<file path="config.mk">
export PLATFORM = sky130hd
export DESIGN_NAME = cpu_run_ctrl
export DESIGN_NICKNAME = d
export VERILOG_FILES = /design/src/rtl/cpu_run_ctrl.sv
export SDC_FILE = /design/constraint.sdc
export NUM_CORES = 1
export LEC_CHECK = 0
export CAP_MARGIN = 25
export CORE_MARGIN = 3
export CORE_UTILIZATION = 55
export DETAILED_ROUTE_END_ITERATION = 6
export PLACE_DENSITY = 0.79
export RECOVER_POWER = 50
export SLEW_MARGIN = 20
export SYNTH_ARGS = -nofsm -noshare
export SYNTH_HDL_FRONTEND = slang
export SYNTH_SLANG_ARGS = --single-unit
</file>
<file path="constraint.sdc">
create_clock -name Clk -period 6.43 [get_ports Clk]
set_clock_uncertainty 0.15 [all_clocks]
set_input_delay 1.6075 -clock Clk [delete_from_list [all_inputs] [get_ports Clk]]
set_output_delay 1.6075 -clock Clk [all_outputs]
set_load 0.01 [all_outputs]
</file>
<file path="src/rtl/cpu_run_ctrl.sv">
// Run controller for the MIDS CPU: reset hold, program launch, Ack wait,
// run-length measurement and watchdog recovery.
module cpu_run_ctrl #(
    parameter int unsigned PROG_W     = 2,
    parameter int unsigned CNT_W      = 16,
    parameter int unsigned TIMEOUT    = 4096,
    parameter int unsigned RST_CYCLES = 2
) (
    input  logic              Clk,
    input  logic              Reset,
    input  logic              Req,
    input  logic [PROG_W-1:0] ProgSel,
    input  logic              Abort,
    output logic              Busy,
    output logic              Done,
    output logic              TimedOut,
    output logic [CNT_W-1:0]  CycleCount,
    output logic              CpuReset,
    output logic              CpuStart,
    output logic [PROG_W-1:0] CpuProgSel,
    input  logic              CpuAck
);

    localparam int unsigned HOLD_W = (RST_CYCLES > 1) ? $clog2(RST_CYCLES) : 1;
    localparam logic [HOLD_W-1:0] HOLD_LAST = HOLD_W'(RST_CYCLES - 1);
    localparam logic [CNT_W:0]    WD_LIMIT  = (CNT_W+1)'(TIMEOUT);

    typedef enum logic [2:0] {
        RST_HOLD = 3'd0,
        IDLE     = 3'd1,
        LAUNCH   = 3'd2,
        RUN      = 3'd3,
        DONE     = 3'd4
    } state_t;

    state_t              state, state_nxt;
    logic [HOLD_W-1:0]   hold_cnt, hold_cnt_nxt;
    logic [CNT_W-1:0]    run_cnt, run_cnt_nxt;
    logic                armed, armed_nxt;
    logic                busy, busy_nxt;
    logic                done, done_nxt;
    logic                timed_out, timed_out_nxt;
    logic [CNT_W-1:0]    cycle_count, cycle_count_nxt;
    logic                cpu_reset, cpu_reset_nxt;
    logic                cpu_start, cpu_start_nxt;
    logic [PROG_W-1:0]   cpu_prog_sel, cpu_prog_sel_nxt;

    logic [CNT_W-1:0]    run_sat;
    logic                wd_hit;
    logic                ack_ok;

    assign run_sat = (&run_cnt) ? run_cnt : run_cnt + CNT_W'(1);
    assign wd_hit  = ({1'b0, run_cnt} + (CNT_W+1)'(1)) == WD_LIMIT;
    // An Ack counts only after it has been seen low in this run.
    assign ack_ok  = CpuAck && armed;

    // Next-state and next-output logic
    always_comb begin
        state_nxt        = state;
        hold_cnt_nxt     = hold_cnt;
        run_cnt_nxt      = run_cnt;
        armed_nxt        = armed;
        busy_nxt         = busy;
        done_nxt         = done;
        timed_out_nxt    = timed_out;
        cycle_count_nxt  = cycle_count;
        cpu_reset_nxt    = cpu_reset;
        cpu_start_nxt    = 1'b0;
        cpu_prog_sel_nxt = cpu_prog_sel;

        case (state)
            RST_HOLD: begin
                cpu_reset_nxt = 1'b1;
                if (hold_cnt == HOLD_LAST) begin
                    state_nxt     = IDLE;
                    cpu_reset_nxt = 1'b0;
                    hold_cnt_nxt  = '0;
                end else begin
                    hold_cnt_nxt = hold_cnt + HOLD_W'(1);
                end
            end
            IDLE, DONE: begin
                if (Req) begin
                    state_nxt        = LAUNCH;
                    cpu_prog_sel_nxt = ProgSel;
                    timed_out_nxt    = 1'b0;
                    done_nxt         = 1'b0;
                    busy_nxt         = 1'b1;
                    cpu_start_nxt    = 1'b1;
                end
            end
            LAUNCH: begin
                state_nxt   = RUN;
                run_cnt_nxt = '0;
                armed_nxt   = 1'b0;
            end
            RUN: begin
                run_cnt_nxt = run_sat;
                if (!CpuAck) begin
                    armed_nxt = 1'b1;
                end
                if (Abort || (!ack_ok && wd_hit)) begin
                    state_nxt     = RST_HOLD;
                    hold_cnt_nxt  = '0;
                    cpu_reset_nxt = 1'b1;
                    busy_nxt      = 1'b0;
                    done_nxt      = 1'b0;
                    if (!Abort) begin
                        timed_out_nxt = 1'b1;
                    end
                end else if (ack_ok) begin
                    state_nxt       = DONE;
                    cycle_count_nxt = run_sat;
                    done_nxt        = 1'b1;
                    busy_nxt        = 1'b0;
                end
            end
            default: begin
                state_nxt     = RST_HOLD;
                hold_cnt_nxt  = '0;
                cpu_reset_nxt = 1'b1;
            end
        endcase
    end

    // State and output registers
    always_ff @(posedge Clk or negedge Reset) begin
        if (!Reset) begin
            state        <= RST_HOLD;
            hold_cnt     <= '0;
            run_cnt      <= '0;
            armed        <= 1'b0;
            busy         <= 1'b0;
            done         <= 1'b0;
            timed_out    <= 1'b0;
            cycle_count  <= '0;
            cpu_reset    <= 1'b1;
            cpu_start    <= 1'b0;
            cpu_prog_sel <= '0;
        end else begin
            state        <= state_nxt;
            hold_cnt     <= hold_cnt_nxt;
            run_cnt      <= run_cnt_nxt;
            armed        <= armed_nxt;
            busy         <= busy_nxt;
            done         <= done_nxt;
            timed_out    <= timed_out_nxt;
            cycle_count  <= cycle_count_nxt;
            cpu_reset    <= cpu_reset_nxt;
            cpu_start    <= cpu_start_nxt;
            cpu_prog_sel <= cpu_prog_sel_nxt;
        end
    end

    assign Busy       = busy;
    assign Done       = done;
    assign TimedOut   = timed_out;
    assign CycleCount = cycle_count;
    assign CpuReset   = cpu_reset;
    assign CpuStart   = cpu_start;
    assign CpuProgSel = cpu_prog_sel;

endmodule

</file>
==> Word-level counts from Yosys, hierarchy flattened <==
Cells that the tools add are included.
{ "word_totals": {"regBits": 44, "latchBits": 0, "ramBits": 0, "rom_bits": 0, "out_inout_bits": 23, "elab_cells": 72, "mem_count": 0} }
{ "op_classes": {"add_sub_neg": 3, "n_mul": 0, "div_mod_pow": 0, "n_lt_le_gt_ge": 0, "eq_ne": 11, "shifts": 0, "n_mux": 28, "bitwise": 2, "reduce_logical": 17} }
{ "op_table": {"columns": ["op", "count"], "rows": [
  ["16-bit one-hot mux with 2 select lines", 1],
  ["16-bit by 1-bit adder with 17-bit output (second input constant)", 1],
  ["17-bit by 13-bit equality test with 1-bit output (second input constant)", 1],
  ["16-bit by 1-bit adder with 16-bit output (second input constant)", 1],
  ["16-bit 2-to-1 mux", 1],
  ["16-bit AND reduction", 1],
  ["1-bit 2-to-1 mux", 15],
  ["3-bit 2-to-1 mux", 4],
  ["3-bit one-hot mux with 4 select lines", 1],
  ["2-bit inequality test (second input constant)", 5],
  ["3-bit AND reduction", 3],
  ["1-bit one-hot mux with 2 select lines", 4],
  ["3-bit by 2-bit equality test with 1-bit output (second input constant)", 2],
  ["1-bit one-hot mux with 3 select lines", 2],
  ["2-bit AND reduction", 3],
  ["4-bit AND reduction", 1],
  ["2-bit nonzero test", 2],
  ["3-bit by 1-bit equality test with 1-bit output (second input constant)", 1],
  ["3-bit equality test (second input constant)", 1],
  ["3-bit zero test", 1],
  ["3-bit inequality test (second input constant)", 1],
  ["3-bit OR reduction", 1],
  ["1-bit logical AND", 2],
  ["1-bit NOT", 2],
  ["4 further kinds", 4]
]} }

==> Depth between registers and ports, before layout <==
Gate-level depths: netlist (run 1).
{ "depth": {"word_depth": 6, "depth_mapped": 8, "depth_no_buf": 7} }

==> Worst setup path before layout (run 1) <==
Ideal clock, no wire load.
{ "synth_timing": {"kind": "input-to-reg", "startpoint": "input port Abort", "endpoint": "register cycle_count[13] (netlist: CycleCount[13])", "arrival_time_ns": 2.638, "path_slack_ns": 3.560, "cell_stages": 6, "cell_sequence": "inv_1 -> nand2_1 -> nor3_1 -> clkbuf_1 -> nor2_1 -> a31oi_1"} }
{ "synth_via": {"elab_chain_cells": 3} }
{ "synth_rtl": {"columns": ["item", "line", "rtl"], "rows": [
  ["start, declared", "13", "input logic Abort,"],
  ["1-bit logical OR", "102", "if (Abort || (!ack_ok && wd_hit)) begin"],
  ["1-bit NOT (no line)", null, null],
  ["3-bit AND reduction (no line)", null, null],
  ["end signal, assigned", "148", "cycle_count <= cycle_count_nxt;"],
  ["end, declared", "43", "logic [CNT_W-1:0] cycle_count, cycle_count_nxt;"]
]} }
No other way between the ends.
A chain may end at the register's enable or synchronous reset.

==> Worst setup path in the final report (run 1) <==
{ "layout_timing": {"startpoint": "register run_cnt[0]", "endpoint": "register cycle_count[2] (netlist: CycleCount[2])"} }
{ "layout_via": {"elab_chain_cells": 6, "elab_cells_between_ends": 9} }
{ "layout_rtl": {"columns": ["item", "line", "rtl"], "rows": [
  ["start, declared", "38", "logic [CNT_W-1:0] run_cnt, run_cnt_nxt;"],
  ["start signal, assigned", "143", "run_cnt <= run_cnt_nxt;"],
  ["16-bit by 1-bit adder with 17-bit output", "53", "assign wd_hit = ({1'b0, run_cnt} + (CNT_W+1)'(1)) == WD_LIMIT;"],
  ["17-bit by 13-bit equality test with 1-bit output", "53", null],
  ["1-bit logical AND", "102", null],
  ["1-bit logical OR", "102", null],
  ["1-bit NOT (no line)", null, null],
  ["3-bit AND reduction (no line)", null, null]
]} }
Parallel ways exist; a longest one is shown, timed or not.

==> key figures, run 1 <==
Outcome
  • Status: completed

Routing
  • Detailed router's first-iteration violation count: between 200 and 250
  • Remaining antenna violation count: 0
  • Average detailed-routed wire length per instance: 15.9 µm
  • Detail-routed via count per cell: ~6.1
  • Detailed-route via count: about 2200
  • DRC violations left: 0
  • Drt pass-1 iters: 4
  • Total wire length after detailed routing: between 5 and 6 mm

Critical path
  • CP Data Required Time: ~6.5 ns
  • Critical path class: reg2reg
  • Data arrival time of the critical path: between 3 and 4 ns
  • Worst Path Max Fanout: 17
  • Critical path capture point type: flip-flop
  • Maximum single-stage delay on the critical path: between 0.8 and 0.9 ns
  • Category of the worst setup path launch point: flip-flop
  • Count of buffer and inverter cells on the critical path: 0
  • CP top delay family: simple AND/OR/NAND/NOR gates
  • Crit path max-delay cell type: nor4_1
  • Sequence of cells on the critical path: ha_1 > nand4_1 > nor4_1 > nand3_1 > nand2_1 > xnor2_1 > o21ai_0

Floorplanning
  • Die Span Y: approximately 74 µm
  • Die outline width: between 70 and 80 µm
  • Std-Cell Rows: 24
  • Boundary pin count: 30
  • Area enclosed by the die boundary: roughly 5400 µm²
  • Area inside the core boundary: between 4000 and 5000 µm²
  • Initial Utilization: 0.576

Synthesis
  • Top cell types by occurrence after synthesis: dfrtp_1, nor2_1, nand2_1, a21oi_1, o21ai_0
  • Synth unique cells: around 50
  • Post-synthesis cell type with the largest combined area: dfrtp_1
  • Average cell area after synthesis: ~9 µm²
  • Number of flip-flops and latches in the synthesized netlist: 44
  • Most used DFF post-synth: dfrtp_1
  • Ranking of synthesized cells by area: dfrtp_1, a21oi_1, nor2_1
  • Share of flip-flops with an asynchronous set or reset after synthesis: 1.00
  • Share of the synthesized area in the top cell type: 0.426
  • Yosys warns: 0
  • Most used standard cell by instance count after synthesis: dfrtp_1
  • Register area share after synthesis: 0.437
  • Cell Area, Synth: approximately 2500 µm²
  • EDFF count, synth: 0
  • Synth Net Count: just under 300
  • Post-Synthesis Cells: around 290

Final layout
  • Diodes inserted: 0
  • Layout Area Growth over Synthesis: 14.2%
  • Fraction of final layout cells with drive strength greater than 1: 0.0623
  • Utilization after layout: 0.658
  • Non-filler cells in the finished layout: about 360
  • Final #Nets: roughly 310

Timing
  • Worst Tran Pin Value: 1.18 ns
  • Post-layout minimum cycle time: roughly 3.6 ns
  • Worst path setup slack after routing: 2.82 ns
  • Unrepaired setup endpoints after global routing: no
  • Setup-failing EPs final: 0
  • Relative max-transition margin: 0.212
  • Final hold vios: 0
  • Setup TNS: 0 ns
  • Maximum clock frequency: around 0.28 GHz
  • Number of max-slew violations in the final report: 0
  • Crit share post-route: 0.562

CTS
  • Setup bufs post-CTS: 0
  • H-tree depth reported by CTS: 2
  • CTS Buf Count: 5
  • Count of hold buffers inserted by post-cts repair: 0
  • Max Buffers Root-to-Sink: 2
  • Clock-pin slew on the worst setup and hold paths: approximately 0.080 ns
  • Clock sink count: between 40 and 50
  • CTS tree: yes
  • Gates resized, CTS repair: 0
  • Clock Tree Root: clkbuf_8
  • Clk Latency, worst-skew pair: ~0.3 ns

Global routing
  • Global-route wire length before repair: between 9 and 10 mm
  • Pin count of the biggest net entering global routing: 45
  • Global route total overflow: 0
  • Antenna violations before repair: 0
  • Via count of the first global-routing pass: between 1500 and 2000
  • Total track usage: 0.224

Power
  • Internal power component: approximately 700 µW
  • Sw Share: 0.354
  • Switching power: 385 µW
  • Comb power frac: 0.372
  • Part of the total power dissipated in sequential elements: 0.420
  • Maximum vdd drop: roughly 0.00025 V
  • Standby leakage power: 0.00116 µW
  • Clock network fraction of total power: 0.208
  • Pwr per Cell Area: about 380 nW/µm²

Job
  • Max capacitance violation total: 0

Hold path
  • Min-Delay Path Class: reg2reg

Place
  • GPL Wtd Cong: ~0.84
  • IO Port Bufs: 29
  • Placed Cells: approximately 350
  • Pre-CTS worst setup slack: between 2 and 3 ns
  • DP Wirelength: around 3.8 mm
## cells in the final DEF, fill, tap and decap left out, types with 3 or more instances in the layout
| master | instances |
|---|---|
| a31oi_1 | 11 |
| dlygate4sd3_1 | 5 |
| clkdlybuf4s50_1 | 23 |
| inv_1 | 12 |
| a21oi_1 | 23 |
| o31ai_1 | 3 |
| clkbuf_8 | 6 |
| o21ai_0 | 16 |
| nand3_1 | 12 |
| nand2_1 | 29 |
| nand2b_1 | 6 |
| nor2_1 | 30 |
| nor4_1 | 6 |
| o22ai_1 | 4 |
| xor2_1 | 5 |
| nand4_1 | 4 |
| xnor2_1 | 11 |
| dfrtp_1 | 43 |
| or3_1 | 5 |
## power by group through the flow
stage / clock, µW / combinational [µW] / sequential (µW)
after global placement: 0 / 398 / 458
after global routing: 236 / 455 / 471
after CTS: 226 / 410 / 456
final: 226 / 404 / 456
after detailed placement: 0 / 407 / 461
after floorplan: 0 / 234 / 449
## worst reg2reg max path: stages, from the launching register on
cell	delay [ns]
dfrtp_1	0.54
ha_1	0.30
nand4_1	0.31
nor4_1	0.89
nand3_1	0.73
nand2_1	0.36
xnor2_1	0.14
o21ai_0	0.08
## flip-flops by register name (all words and copies together), names as in the netlist
| register | cells |
|---|---|
| Busy | 1 |
| CpuProgSel | 2 |
| CpuReset | 1 |
| CpuStart | 1 |
| CycleCount | 16 |
| Done | 1 |
| TimedOut | 1 |
| armed | 1 |
| hold_cnt | 1 |
| run_cnt | 16 |
| state | 3 |
## path summary, 6_finish.rpt
| kind | slack, ns | cells past startpoint | endpoint | startpoint |
|---|---|---|---|---|
| setup reg to reg | 2.82 | 7 | CycleCount[2] | run_cnt[0] |
| min in group asynchronous | 1.37 | 1 | CycleCount[0] | Reset |
| setup / recovery | 2.82 | 7 | CycleCount[2] | run_cnt[0] |
| hold / removal | 0.34 | 2 | CycleCount[14] | CycleCount[14] |
| hold reg to reg | 0.34 | 2 | CycleCount[14] | CycleCount[14] |
| max in group asynchronous | 3.15 | 2 | run_cnt[9] | Reset |
## stage by stage
step / hold WS [ns] / instance area, µm² / total power (µW)
global placement: 0.315 / 2790 / 857
detailed placement: 0.328 / 2790 / 869
finish: 0.343 / 2880 / 1090
global route: 0.358 / 2880 / 1160
floorplan: 0.324 / 2520 / 683
CTS: 0.352 / 2910 / 1090
## kinds of logic after synthesis
| logic type | synth area share |
|---|---|
| compound gates | 0.190 |
| xor+xnor | 0.0555 |
| fa+ha+maj | 0.00496 |
| buf+inv | 0.0610 |
| flops | 0.437 |
| mux | 0.0169 |
| simple gates | 0.235 |
## final cells by class
cell class	instances	area (µm²)
Clock buffer	6	82.6
Multi-Input combinational cell	209	1250
Fill cell	376	1500
Timing Repair Buffer	32	303
Clock inverter	2	38.8
Inverter	12	45.0
Tap cell	52	65.1
Sequential cell	44	1100
## routing by layer
| layer | vias to the layer above | GRT usage | share of wire | routed length [µm] |
|---|---|---|---|---|
| met4 | 0 | 0.0664 | 0.018 | 103 |
| met3 | 12 | 0.0424 | 0.057 | 322 |
| met5 | - | 0 | 0 | 0 |
| met1 | 1024 | 0.320 | 0.46 | 2590 |
| li1 | 1050 | - | - | - |
| met2 | 76 | 0.343 | 0.47 | 2660 |
No activity file was read; power rests on OpenSTA's default activity.
==> run 2: changes to the inputs <==
- CORE_UTILIZATION: 55 -> 50
- PLACE_DENSITY: 0.79 -> 0.75
- clock period: 6.43 -> 2.9 ns (I/O delays scaled with it)
==> run 2 against run 1 <==
Effect of this change:
- wire length is 3.7% higher
- core utilization down 3.3 points
- non-clock buffer count increased by 10
- hold slack worse by 0.013 ns
- die area grew 9.2%
- fmax increased by 39%
- sequential power rose by 110%
- global-route usage is 1.0 points lower
- register-to-register slack worse by 2.5 ns
- clock-buffer cell count is the same
- via count up 2.1%
- critical endpoint is now CpuReset
- largest power group unchanged
==> key figures, run 2 (same netlist as run 1, synthesis figures left out) <==
Outcome
  • Status: completed

Place
  • Placed Cells: 374
  • IO Port Bufs: 29
  • Pre-CTS worst setup slack: approximately 0.25 ns
  • GPL Wtd Cong: about 0.94
  • DP Wirelength: between 4 and 5 mm

Power
  • Maximum vdd drop: roughly 0.00049 V
  • Pwr per Cell Area: roughly 800 nW/µm²
  • Standby leakage power: roughly 0.0012 µW

Floorplanning
  • Die outline width: 77.0 µm
  • Area inside the core boundary: between 4000 and 5000 µm²
  • Std-Cell Rows: 25
  • Boundary pin count: 30
  • Initial Utilization: 0.527
  • Die Span Y: 77.0 µm
  • Area enclosed by the die boundary: about 5900 µm²

Routing
  • Drt pass-1 iters: 6
  • Average detailed-routed wire length per instance: between 15 and 20 µm
  • Detailed-route via count: 2208
  • Detailed router's first-iteration violation count: between 150 and 200
  • DRC violations left: 0
  • Total wire length after detailed routing: approximately 5.9 mm
  • Detail-routed via count per cell: between 5 and 6
  • Remaining antenna violation count: 0

CTS
  • Max Buffers Root-to-Sink: 2
  • Clock Tree Root: clkbuf_8
  • Count of hold buffers inserted by post-cts repair: 0
  • CTS tree: yes
  • Clk Latency, worst-skew pair: 0.30 ns
  • CTS Buf Count: 5
  • H-tree depth reported by CTS: 2
  • Clock sink count: 44
  • Gates resized, CTS repair: 0
  • Clock-pin slew on the worst setup and hold paths: roughly 0.09 ns
  • Setup bufs post-CTS: 0

Critical path
  • Category of the worst setup path launch point: flip-flop
  • Critical path class: reg2reg
  • Worst reg-to-reg setup slack: just over 0.3 ns
  • Critical R2R Launch: run_cnt[0]
  • Data arrival time of the critical path: 2.69 ns
  • CP Data Required Time: between 2 and 3 ns
  • Endpoint of the worst register-to-register path: CpuReset
  • Critical path capture point type: flip-flop
  • Worst Path Max Fanout: 8
  • Count of cells along the worst register-to-register path: 6

Timing
  • Relative max-transition margin: 0.461
  • Worst path setup slack after routing: just over 0.3 ns
  • Unrepaired setup endpoints after global routing: no
  • Number of max-slew violations in the final report: 0
  • Setup-failing EPs final: 0
  • Final hold vios: 0
  • Worst Tran Pin Value: approximately 0.8 ns
  • Maximum clock frequency: approximately 0.39 GHz
  • Setup TNS: 0 ns
  • Post-layout minimum cycle time: ~2.6 ns
  • Crit share post-route: 0.895

Global routing
  • Antenna violations before repair: 0
  • Via count of the first global-routing pass: 2135
  • Global route total overflow: 0
  • Pin count of the biggest net entering global routing: 31
  • Global-route wire length before repair: 10.2 mm
  • Total track usage: 0.213

Final layout
  • Layout Area Growth over Synthesis: 18.3%
  • Final #Nets: between 300 and 400
  • Diodes inserted: 0
  • Filler cell count: 430
  • Fraction of final layout cells with drive strength greater than 1: 0.0984
  • Non-filler cells in the finished layout: roughly 380
  • Commonest cells after routing, fill and taps aside: dfrtp_1, nor2_1, nand2_1, a21oi_1, clkdlybuf4s50_1
  • Commonest non-fill, non-tap cell in the layout: dfrtp_1

Job
  • Max capacitance violation total: 0

Hold path
  • Min-Delay Path Class: in2async
-- run 2: routing by layer --
layer  vias up  global-route usage  wire length (µm)
met5         -                   0                 0
met4         0              0.0979               146
met3        17              0.0329               319
met2        75               0.341              2690
met1      1034               0.285              2730
li1       1082                   -                 -
-- run 2: worst max path at each step --
stage | start | slack, ns | to | cells after the start
CTS | run_cnt[0] | 0.31 | Busy | 6
global placement | CpuAck | 0.37 | Busy | 6
finish | run_cnt[0] | 0.30 | CpuReset | 6
global route | run_cnt[0] | 0.1 | run_cnt[15] | 7
floorplan | run_cnt[8] | 0.52 | Busy | 8
detailed placement | CpuAck | 0.25 | Busy | 6
-- run 2: where the power goes --
group          switching (µW)  internal, µW  leakage (µW)
combinational             471           482      0.000604
sequential                178           800      0.000573
clock                     213           256     0.0000552
-- run 2: stage by stage --
stage,hold slack [ns],total power (µW),instance area (µm²),utilization
final,0.330,2400,2990,0.624
after global placement,0.315,1940,2890,0.603
after floorplan,0.279,1510,2520,-
after CTS,0.171,2440,2990,0.626
after detailed placement,0.328,1960,2890,0.603
after global routing,0.365,2570,2990,0.624
-- run 2: cell type report --
type / instances / area (µm²) / share of cell area
flip-flops and latches: 44 / 1100 / 0.369
inverters: 12 / 45.0 / 0.0151
repair buffers: 42 / 375 / 0.126
clock buffers: 6 / 72.6 / 0.0243
well taps: 67 / 83.8 / 0.0281
multi-input cells: 209 / 1270 / 0.426
clock inverters: 2 / 35.0 / 0.0117
-- run 2: worst max-delay path: stages, from the launching register on --
cell      delay [ns]
dfrtp_1         0.53
nand4_4         0.19
or4_1           0.61
mux2i_1         0.16
a2111o_2        0.49
nor2_4          0.18
o221a_1         0.22
